$ cat config.mk
export PLATFORM = sky130hd
export DESIGN_NAME = seq_scan_ctrl_flat
export DESIGN_NICKNAME = d
export VERILOG_FILES = /design/src/rtl/seq_scan_ctrl_if.sv /design/src/rtl/seq_scan_ctrl.sv /design/src/flat_wrapper.sv
export SDC_FILE = /design/constraint.sdc
export NUM_CORES = 1
export LEC_CHECK = 0
export BUFFER_PORTS_ARGS = -buffer_cell sky130_fd_sc_hd__buf_2
export CORE_MARGIN = 3
export CORE_UTILIZATION = 46
export CTS_BUF_LIST = sky130_fd_sc_hd__clkbuf_8
export DETAILED_ROUTE_END_ITERATION = 8
export GPL_ROUTABILITY_DRIVEN = 0
export PLACE_DENSITY = 0.78
export SLEW_MARGIN = 15
export SYNTH_ARGS = -nofsm -noshare
export SYNTH_HDL_FRONTEND = slang
export SYNTH_SLANG_ARGS = --single-unit
$ cat constraint.sdc
create_clock -name clk -period 5.3 [get_ports clk]
set_input_delay 0.265 -clock clk [delete_from_list [all_inputs] [get_ports clk]]
set_output_delay 0.265 -clock clk [all_outputs]
set_load 0.01 [all_outputs]
$ cat src/rtl/seq_scan_ctrl_if.sv
// seq_scan_ctrl_if: request/grant, scan-result and pattern-detector signals of the serial scan controller
interface seq_scan_ctrl_if #(
    parameter int WIDTH = 16,
    parameter int CW    = $clog2(WIDTH + 1)
);
    logic             req0, req1;
    logic [WIDTH-1:0] data0, data1;
    logic             gnt0, gnt1, busy, done, owner;
    logic [CW-1:0]    count;
    logic             det_din, det_rst_n, det_flag;
    modport master (
        output req0, req1, data0, data1, det_flag,
        input  gnt0, gnt1, busy, done, owner, count, det_din, det_rst_n
    );
    modport slave (
        input  req0, req1, data0, data1, det_flag,
        output gnt0, gnt1, busy, done, owner, count, det_din, det_rst_n
    );
endinterface

$ cat src/rtl/seq_scan_ctrl.sv
// seq_scan_ctrl: round-robin arbitrated serial scan of a word through an external pattern detector, counting its flags
module seq_scan_ctrl #(
    parameter int WIDTH = 16,
    parameter int CW    = $clog2(WIDTH + 1)
) (
    input logic            clk,
    input logic            rst,
    seq_scan_ctrl_if.slave bus
);
    typedef enum logic [1:0] {IDLE, CLR, SHIFT, DONE} state_t;
    state_t           r_state;
    logic [WIDTH-1:0] r_sreg;
    logic [CW-1:0]    r_bits, r_count;
    logic             r_last, r_owner, r_gnt0, r_gnt1, r_done, r_det_rst_n;
    logic             w_pick;
    assign w_pick        = (bus.req0 & bus.req1) ? ~r_last : bus.req1;
    assign bus.gnt0      = r_gnt0;
    assign bus.gnt1      = r_gnt1;
    assign bus.done      = r_done;
    assign bus.owner     = r_owner;
    assign bus.count     = r_count;
    assign bus.det_rst_n = r_det_rst_n;
    assign bus.busy      = r_state != IDLE;
    assign bus.det_din   = (r_state == SHIFT) & r_sreg[WIDTH-1];
    // grant, clear the detector, shift the word out MSB first while counting flags, then pulse done
    always_ff @(posedge clk or posedge rst) begin
        if (rst) begin
            r_state     <= IDLE;
            r_sreg      <= '0;
            r_bits      <= '0;
            r_count     <= '0;
            r_last      <= 1'b1;
            r_owner     <= 1'b0;
            r_gnt0      <= 1'b0;
            r_gnt1      <= 1'b0;
            r_done      <= 1'b0;
            r_det_rst_n <= 1'b0;
        end else begin
            r_gnt0 <= 1'b0;
            r_gnt1 <= 1'b0;
            r_done <= 1'b0;
            case (r_state)
                IDLE: begin
                    r_det_rst_n <= 1'b0;
                    if (bus.req0 | bus.req1) begin
                        r_owner <= w_pick;
                        r_last  <= w_pick;
                        r_sreg  <= w_pick ? bus.data1 : bus.data0;
                        r_count <= '0;
                        r_bits  <= '0;
                        r_gnt0  <= ~w_pick;
                        r_gnt1  <= w_pick;
                        r_state <= CLR;
                    end
                end
                CLR: begin
                    r_det_rst_n <= 1'b1;
                    r_state     <= SHIFT;
                end
                SHIFT: begin
                    r_sreg  <= r_sreg << 1;
                    r_count <= r_count + CW'(bus.det_flag);
                    r_bits  <= r_bits + CW'(1);
                    if (r_bits == CW'(WIDTH - 1)) begin
                        r_state     <= DONE;
                        r_done      <= 1'b1;
                        r_det_rst_n <= 1'b0;
                    end
                end
                DONE: r_state <= IDLE;
                default: begin
                    r_state     <= IDLE;
                    r_det_rst_n <= 1'b0;
                end
            endcase
        end
    end
endmodule

$ cat src/flat_wrapper.sv
// flat-port wrapper written by rule: the top's interface ports become plain ports
module seq_scan_ctrl_flat 
#(
    parameter int WIDTH = 16,
    parameter int CW    = $clog2(WIDTH + 1)
)
  (clk, rst, bus_req0, bus_req1, bus_data0, bus_data1, bus_det_flag, bus_gnt0, bus_gnt1, bus_busy, bus_done, bus_owner, bus_count, bus_det_din, bus_det_rst_n);
  seq_scan_ctrl_if #(.WIDTH(WIDTH), .CW(CW)) bus_i ();
  input logic clk;
  input logic rst;
  input wire logic [$bits(bus_i.req0)-1:0] bus_req0;
  input wire logic [$bits(bus_i.req1)-1:0] bus_req1;
  input wire logic [$bits(bus_i.data0)-1:0] bus_data0;
  input wire logic [$bits(bus_i.data1)-1:0] bus_data1;
  input wire logic [$bits(bus_i.det_flag)-1:0] bus_det_flag;
  output wire logic [$bits(bus_i.gnt0)-1:0] bus_gnt0;
  output wire logic [$bits(bus_i.gnt1)-1:0] bus_gnt1;
  output wire logic [$bits(bus_i.busy)-1:0] bus_busy;
  output wire logic [$bits(bus_i.done)-1:0] bus_done;
  output wire logic [$bits(bus_i.owner)-1:0] bus_owner;
  output wire logic [$bits(bus_i.count)-1:0] bus_count;
  output wire logic [$bits(bus_i.det_din)-1:0] bus_det_din;
  output wire logic [$bits(bus_i.det_rst_n)-1:0] bus_det_rst_n;
  assign bus_i.req0 = bus_req0;
  assign bus_i.req1 = bus_req1;
  assign bus_i.data0 = bus_data0;
  assign bus_i.data1 = bus_data1;
  assign bus_i.det_flag = bus_det_flag;
  assign bus_gnt0 = bus_i.gnt0;
  assign bus_gnt1 = bus_i.gnt1;
  assign bus_busy = bus_i.busy;
  assign bus_done = bus_i.done;
  assign bus_owner = bus_i.owner;
  assign bus_count = bus_i.count;
  assign bus_det_din = bus_i.det_din;
  assign bus_det_rst_n = bus_i.det_rst_n;
  seq_scan_ctrl #(.WIDTH(WIDTH), .CW(CW)) u_core (.clk(clk), .rst(rst), .bus(bus_i));
endmodule
Yosys cells after proc, flatten, opt, wreduce, memory -nomap -nowiden
Cells that the tools add are included.
{"block": "totals", "reg_bits": 34, "word_cells": 49}
{"block": "classes", "add_sub_neg": 2, "eq_ne": 6, "mux": 18, "n_bitwise": 5, "n_reduce_logical": 8}
{"cell": "16-bit 2-to-1 mux", "n": 2}
{"cell": "16-bit case mux with 2 select lines", "n": 1}
{"cell": "5-bit case mux with 2 select lines", "n": 2}
{"cell": "1-bit 2-to-1 mux", "n": 8}
{"cell": "2-bit case mux with 4 select lines", "n": 1}
{"cell": "2-bit AND reduction", "n": 4}
{"cell": "5-bit by 1-bit adder with 5-bit output", "n": 1}
{"cell": "5-bit by 1-bit adder with 5-bit output, second input constant", "n": 1}
{"cell": "5-bit by 4-bit == test with 1-bit output, second input constant", "n": 1}
{"cell": "5-bit 2-to-1 mux", "n": 1}
{"cell": "2-bit == test, second input constant", "n": 2}
{"cell": "2-bit 2-to-1 mux", "n": 2}
{"cell": "2-bit nonzero test", "n": 2}
{"cell": "1-bit case mux with 3 select lines", "n": 1}
{"cell": "3-bit nonzero test", "n": 1}
{"cell": "1-bit bitwise AND", "n": 2}
{"cell": "2-bit by 1-bit == test with 1-bit output, second input constant", "n": 1}
{"cell": "2-bit zero test", "n": 1}
{"cell": "2-bit by 1-bit != test with 1-bit output, second input constant", "n": 1}
{"cell": "2-bit != test, second input constant", "n": 1}
{"cell": "1-bit inverter", "n": 2}
{"cell": "1-bit bitwise OR", "n": 1}

Depth between registers and ports, before layout
{"block": "depth", "word_depth": 5, "depth_mapped": 8, "depth_no_buf": 6}

Least setup slack after synthesis
OpenSTA, ideal clock, no wires.
{"block": "synth_timing", "kind": "register to register", "start": "register u_core.r_state[0]", "end": "register u_core.r_sreg[15]", "t_arrival_ps": 1587, "slack_ps": 3579, "stages_incl_launch_ff": 9, "period_less_slack_ps": 1721, "cell_sequence": "dfrtp_1 -> inv_1 -> ha_1 -> buf_6 -> or3b_2 -> buf_6 -> buf_6 -> nand3_1 -> o211ai_1"}
{"block": "synth_via", "elab_chain_cells": 3, "elab_cells_between_ends": 6, "cone_classes": "2 x eq/ne; 1 x mux; 3 x reduce/logical"}
{"element": "from (decl)", "line": "seq_scan_ctrl.sv:11", "rtl": "state_t r_state;"}
{"element": "from (signal assigned)", "line": "seq_scan_ctrl.sv:28", "rtl": "r_state <= IDLE;"}
{"element": "from (signal assigned)", "line": "seq_scan_ctrl.sv:53", "rtl": "r_state <= CLR;"}
{"element": "from (signal assigned)", "line": "seq_scan_ctrl.sv:58", "rtl": "r_state <= SHIFT;"}
{"element": "2-bit zero test or 2-bit == test (tied branches)", "line": "seq_scan_ctrl.sv:42", "rtl": "case (r_state)"}
{"element": "2-bit by 1-bit != test with 1-bit output (no source line) or 2-bit nonzero test (tied branches)"}
{"element": "2-bit AND reduction (no source line)"}
{"element": "to (signal assigned)", "line": "seq_scan_ctrl.sv:48", "rtl": "r_sreg <= w_pick ? bus.data1 : bus.data0;"}
{"element": "to (signal assigned)", "line": "seq_scan_ctrl.sv:61", "rtl": "r_sreg <= r_sreg << 1;"}
{"element": "to (decl)", "line": "seq_scan_ctrl.sv:12", "rtl": "logic [WIDTH-1:0] r_sreg;"}
Several ways; a longest one is shown, not always the timed one.
A chain may end at the register's enable or synchronous reset.

Worst setup path after layout
{"block": "layout_timing", "start": "register u_core.r_state[0]", "end": "register u_core.r_bits[3]"}
{"block": "layout_via", "elab_chain_cells": 3, "elab_cells_between_ends": 6, "cone_classes": "2 x eq/ne; 1 x mux; 3 x reduce/logical"}
{"element": "2-bit zero test or 2-bit == test (tied branches)", "line": "seq_scan_ctrl.sv:42"}
{"element": "2-bit by 1-bit != test with 1-bit output (no source line) or 2-bit nonzero test (tied branches)"}
{"element": "2-bit AND reduction (no source line)"}
{"element": "to (signal assigned)", "line": "seq_scan_ctrl.sv:63", "rtl": "r_bits <= r_bits + CW'(1);"}
{"element": "to (decl)", "line": "seq_scan_ctrl.sv:13", "rtl": "logic [CW-1:0] r_bits, r_count;"}
Several ways; a longest one is shown, not always the timed one.

==> results.json <==
{
  "grt_overflow": 0,
  "clk_pin_slew_worst_paths_ns": 0.07,
  "synth_compound_area_frac": 0.203,
  "cts_hold_buf": 0,
  "worst-path-stages": 6,
  "internal_power_mw": 0.651,
  "reg2reg_depth": 6,
  "yosys_most_used_dff": "dfrtp_1",
  "drt-vias-per-instance": 5.74,
  "synth_sequential_area_ratio": 0.471,
  "drv_slew": 0,
  "tightestPinTransition_ns": 0.900,
  "crit_buf_inv": 2,
  "path_cells": "inv_1 -> ha_1 -> nor2_1 -> buf_4 -> or4_1 -> a21oi_1",
  "crit_path_end_kind": "register",
  "status": "finished clean",
  "power.switching_mw": 0.413,
  "grt_pass1_wl_mm": 5.93,
  "drt-wirelength-per-cell_um": 13.7,
  "grt_antenna_before_repair": 0,
  "max_slew_margin": 0.400,
  "first_pass_iters": 4,
  "synth-seq-cells": 34,
  "synth-xor-area-share": 0,
  "h-tree-depth": 2,
  "multi_input_area_sq_um": 830,
  "fin_nets": 261,
  "yosys.area_share.adder": 0.0484,
  "synth_top_family_by_area": "compound AO/OA/AOI/OAI gates",
  "power_frac_seq": 0.391,
  "timing.rr.end": "u_core.r_bits[3]$_DFFE_PP0P_",
  "synth_area_sq_um": 1810,
  "crit_start": "u_core.r_state[0]$_DFFE_PP0P_",
  "maxCapViolCount": 0,
  "finalWorstSetupSlack_ns": 2.98,
  "insertedDiodeCount": 0,
  "core_area_sq_um": 3720,
  "comb_power_share": 0.427,
  "finalCritPeriodShare": 0.438,
  "synth_area_leader_cell": "dfrtp_1",
  "rows": 22,
  "synth_cell_types": 33,
  "grt_usage": 0.172,
  "synth_top_cells_by_count": "dfrtp_1 (33), o21ai_0 (22), nand3_1 (18), mux2i_1 (16), o211ai_1 (15)",
  "pre_cts_ws_ns": 2.95,
  "synth_simple_gate_area_frac": 0.109,
  "slowest_delay_ns": 0.75,
  "routed_wl_mm": 3.64,
  "clock_path_buffers": 2,
  "die_w_um": 68.7,
  "rrSetupSlack_ns": 2.98,
  "syn2layout_area_growth_pct": 17.5,
  "drive_above_1_share": 0.289,
  "muxShareOfSynthArea": 0.0947,
  "slowest_stage": "ha_1",
  "crit_path_max_fanout": 28,
  "n_fill_cell": 363,
  "endpoint": "u_core.r_bits[3]$_DFFE_PP0P_",
  "fmax_mhz": 431,
  "placed_cell_area_sq_um": 2030,
  "p_leak_nw": 1.04,
  "rsz0062_at_grt": "no",
  "swShare": 0.388,
  "cts_root_buf": "clkbuf_8",
  "clock_latency_ns": 0.28,
  "post_cts_resized": 0,
  "syn_nets": 218,
  "utilization": 0.572,
  "synthArstFlopShare": 1.00,
  "period_needed_ns": 2.32,
  "tritoncts": "built",
  "initial_core_util": 0.487,
  "regArea_sq_um": 852,
  "io_pins": 49,
  "drc": 0,
  "rr_startpoint": "u_core.r_state[0]$_DFFE_PP0P_",
  "drt_iter0_markers": 88,
  "ys_warn_count": 0,
  "dieArea_sq_um": 4720,
  "synth.area.top_cells": "dfrtp_1 (46%), mux2i_1 (8.9%), o211ai_1 (6.2%)",
  "cts_setup_buffers": 0,
  "die_h_um": 68.7,
  "tns_ns": 0,
  "synth-edff-count": 0,
  "vias": 1528,
  "dp_hpwl_mm": 2.47,
  "grt_pass1_vias": 1315,
  "path_delay_family": "adder cells",
  "yosysMostFrequentCell": "dfrtp_1",
  "yosysTopAreaCellShare": 0.456,
  "cts.sinks": 34,
  "avgSynthCellArea_sq_um": 10.4,
  "power_density_nw_per_um2": 500,
  "syn_inst": 174,
  "setup_violations": 0,
  "grt_max_degree": 35,
  "hold_class": "primary input to asynchronous set/reset pin",
  "crit_type": "register to register",
  "clock_power_share": 0.182,
  "cp_data_arrival_time_ns": 2.53,
  "antenna_left": 0,
  "cts_inserted_buffers": 5,
  "hold_viol_final": 0,
  "portBuffers": 48,
  "ir_worst_vdd_v": 0.000197,
  "skew_ns": 0.00293,
  "cp-start-kind": "register",
  "design_area_sq_um": 2130,
  "critPathRequiredTime_ns": 5.51
}
## per-layer routing
layer | routed length [um] | vias up | GRT usage
li1 | - | 734 | -
met1 | 1690 | 751 | 0.229
met2 | 1700 | 36 | 0.255
met3 | 195 | 7 | 0.0502
met4 | 49 | 0 | 0.0803
met5 | 0 | - | 0
## worst min-delay path by stage
stage,start,end,slack [ns],cells past startpoint
after detailed placement,rst,u_core.r_sreg[1]$_DFFE_PP0P_,0.38,3
after global placement,rst,u_core.r_sreg[1]$_DFFE_PP0P_,0.38,3
after CTS,rst,u_core.r_sreg[3]$_DFFE_PP0P_,0.07,3
after global routing,rst,u_core.r_sreg[1]$_DFFE_PP0P_,0.10,3
after floorplan,bus_req0,u_core.r_last$_DFFE_PP1P_,0.34,1
final,rst,u_core.r_sreg[3]$_DFFE_PP0P_,0.05,3
## state kept, by name, summed over array words and instances (netlist names)
name and flops:
u_core.bus.count 5, u_core.bus.det_rst_n 1, u_core.bus.done 1, u_core.bus.gnt0 1, u_core.bus.gnt1 1, u_core.bus.owner 1, u_core.r_bits 5, u_core.r_last 1
u_core.r_sreg 16, u_core.r_state 2
## cell families (layout without fill, tap and decap cells)
logic type      after synthesis  count (layout)
buf+inv                      23              67
simple gates                 36              36
mux                          17              17
flops                        34              34
compound gates               57              57
fa+ha+maj                     7               7
## tightest hold or removal path, cell delays in order
cell and delay [ns]:
buf_2 0.09, inv_1 0.04, buf_4 0.37
## stage by stage
step | hold slack (ns) | instances | power [mW]
2_1_floorplan | 0.338 | 174 | 0.776
3_3_place_gp | 0.379 | 258 | 0.860
4_1_cts | 0.0749 | 266 | 1.07
5_1_grt | 0.100 | 266 | 1.16
3_5_place_dp | 0.381 | 258 | 0.880
6_report | 0.0534 | 266 | 1.06
## power groups by stage
stage	logic (mW)	registers, mW	clock network [mW]
final	0.455	0.416	0.194
after detailed placement	0.461	0.419	0
after global routing	0.522	0.429	0.209
after floorplan	0.359	0.417	0
after global placement	0.443	0.417	0
after CTS	0.460	0.416	0.198
## area by class of cell
cell class,count,share of cell area
Clock buffer,6,0.0388
Clock inverter,2,0.00412
Inverter,8,0.0141
Multi-Input combinational cell,117,0.390
Sequential cell,34,0.401
Tap cell,48,0.0283
Timing Repair Buffer,51,0.124
## layout by cell type, fill, tap and decap left out, types with 2 or more instances in the layout
master / instances
nand2_1: 2
inv_1: 9
mux2i_1: 16
nand3_1: 18
or3_1: 2
and2_1: 2
buf_2: 48
buf_4: 3
o2bb2ai_1: 2
o31ai_1: 4
ha_1: 7
a32o_1: 3
o21ai_0: 22
dfrtp_1: 33
a21oi_1: 7
clkbuf_8: 6
o211ai_1: 15
nor2_1: 3
or4_1: 4
Power figures use the tool's default switching activity.
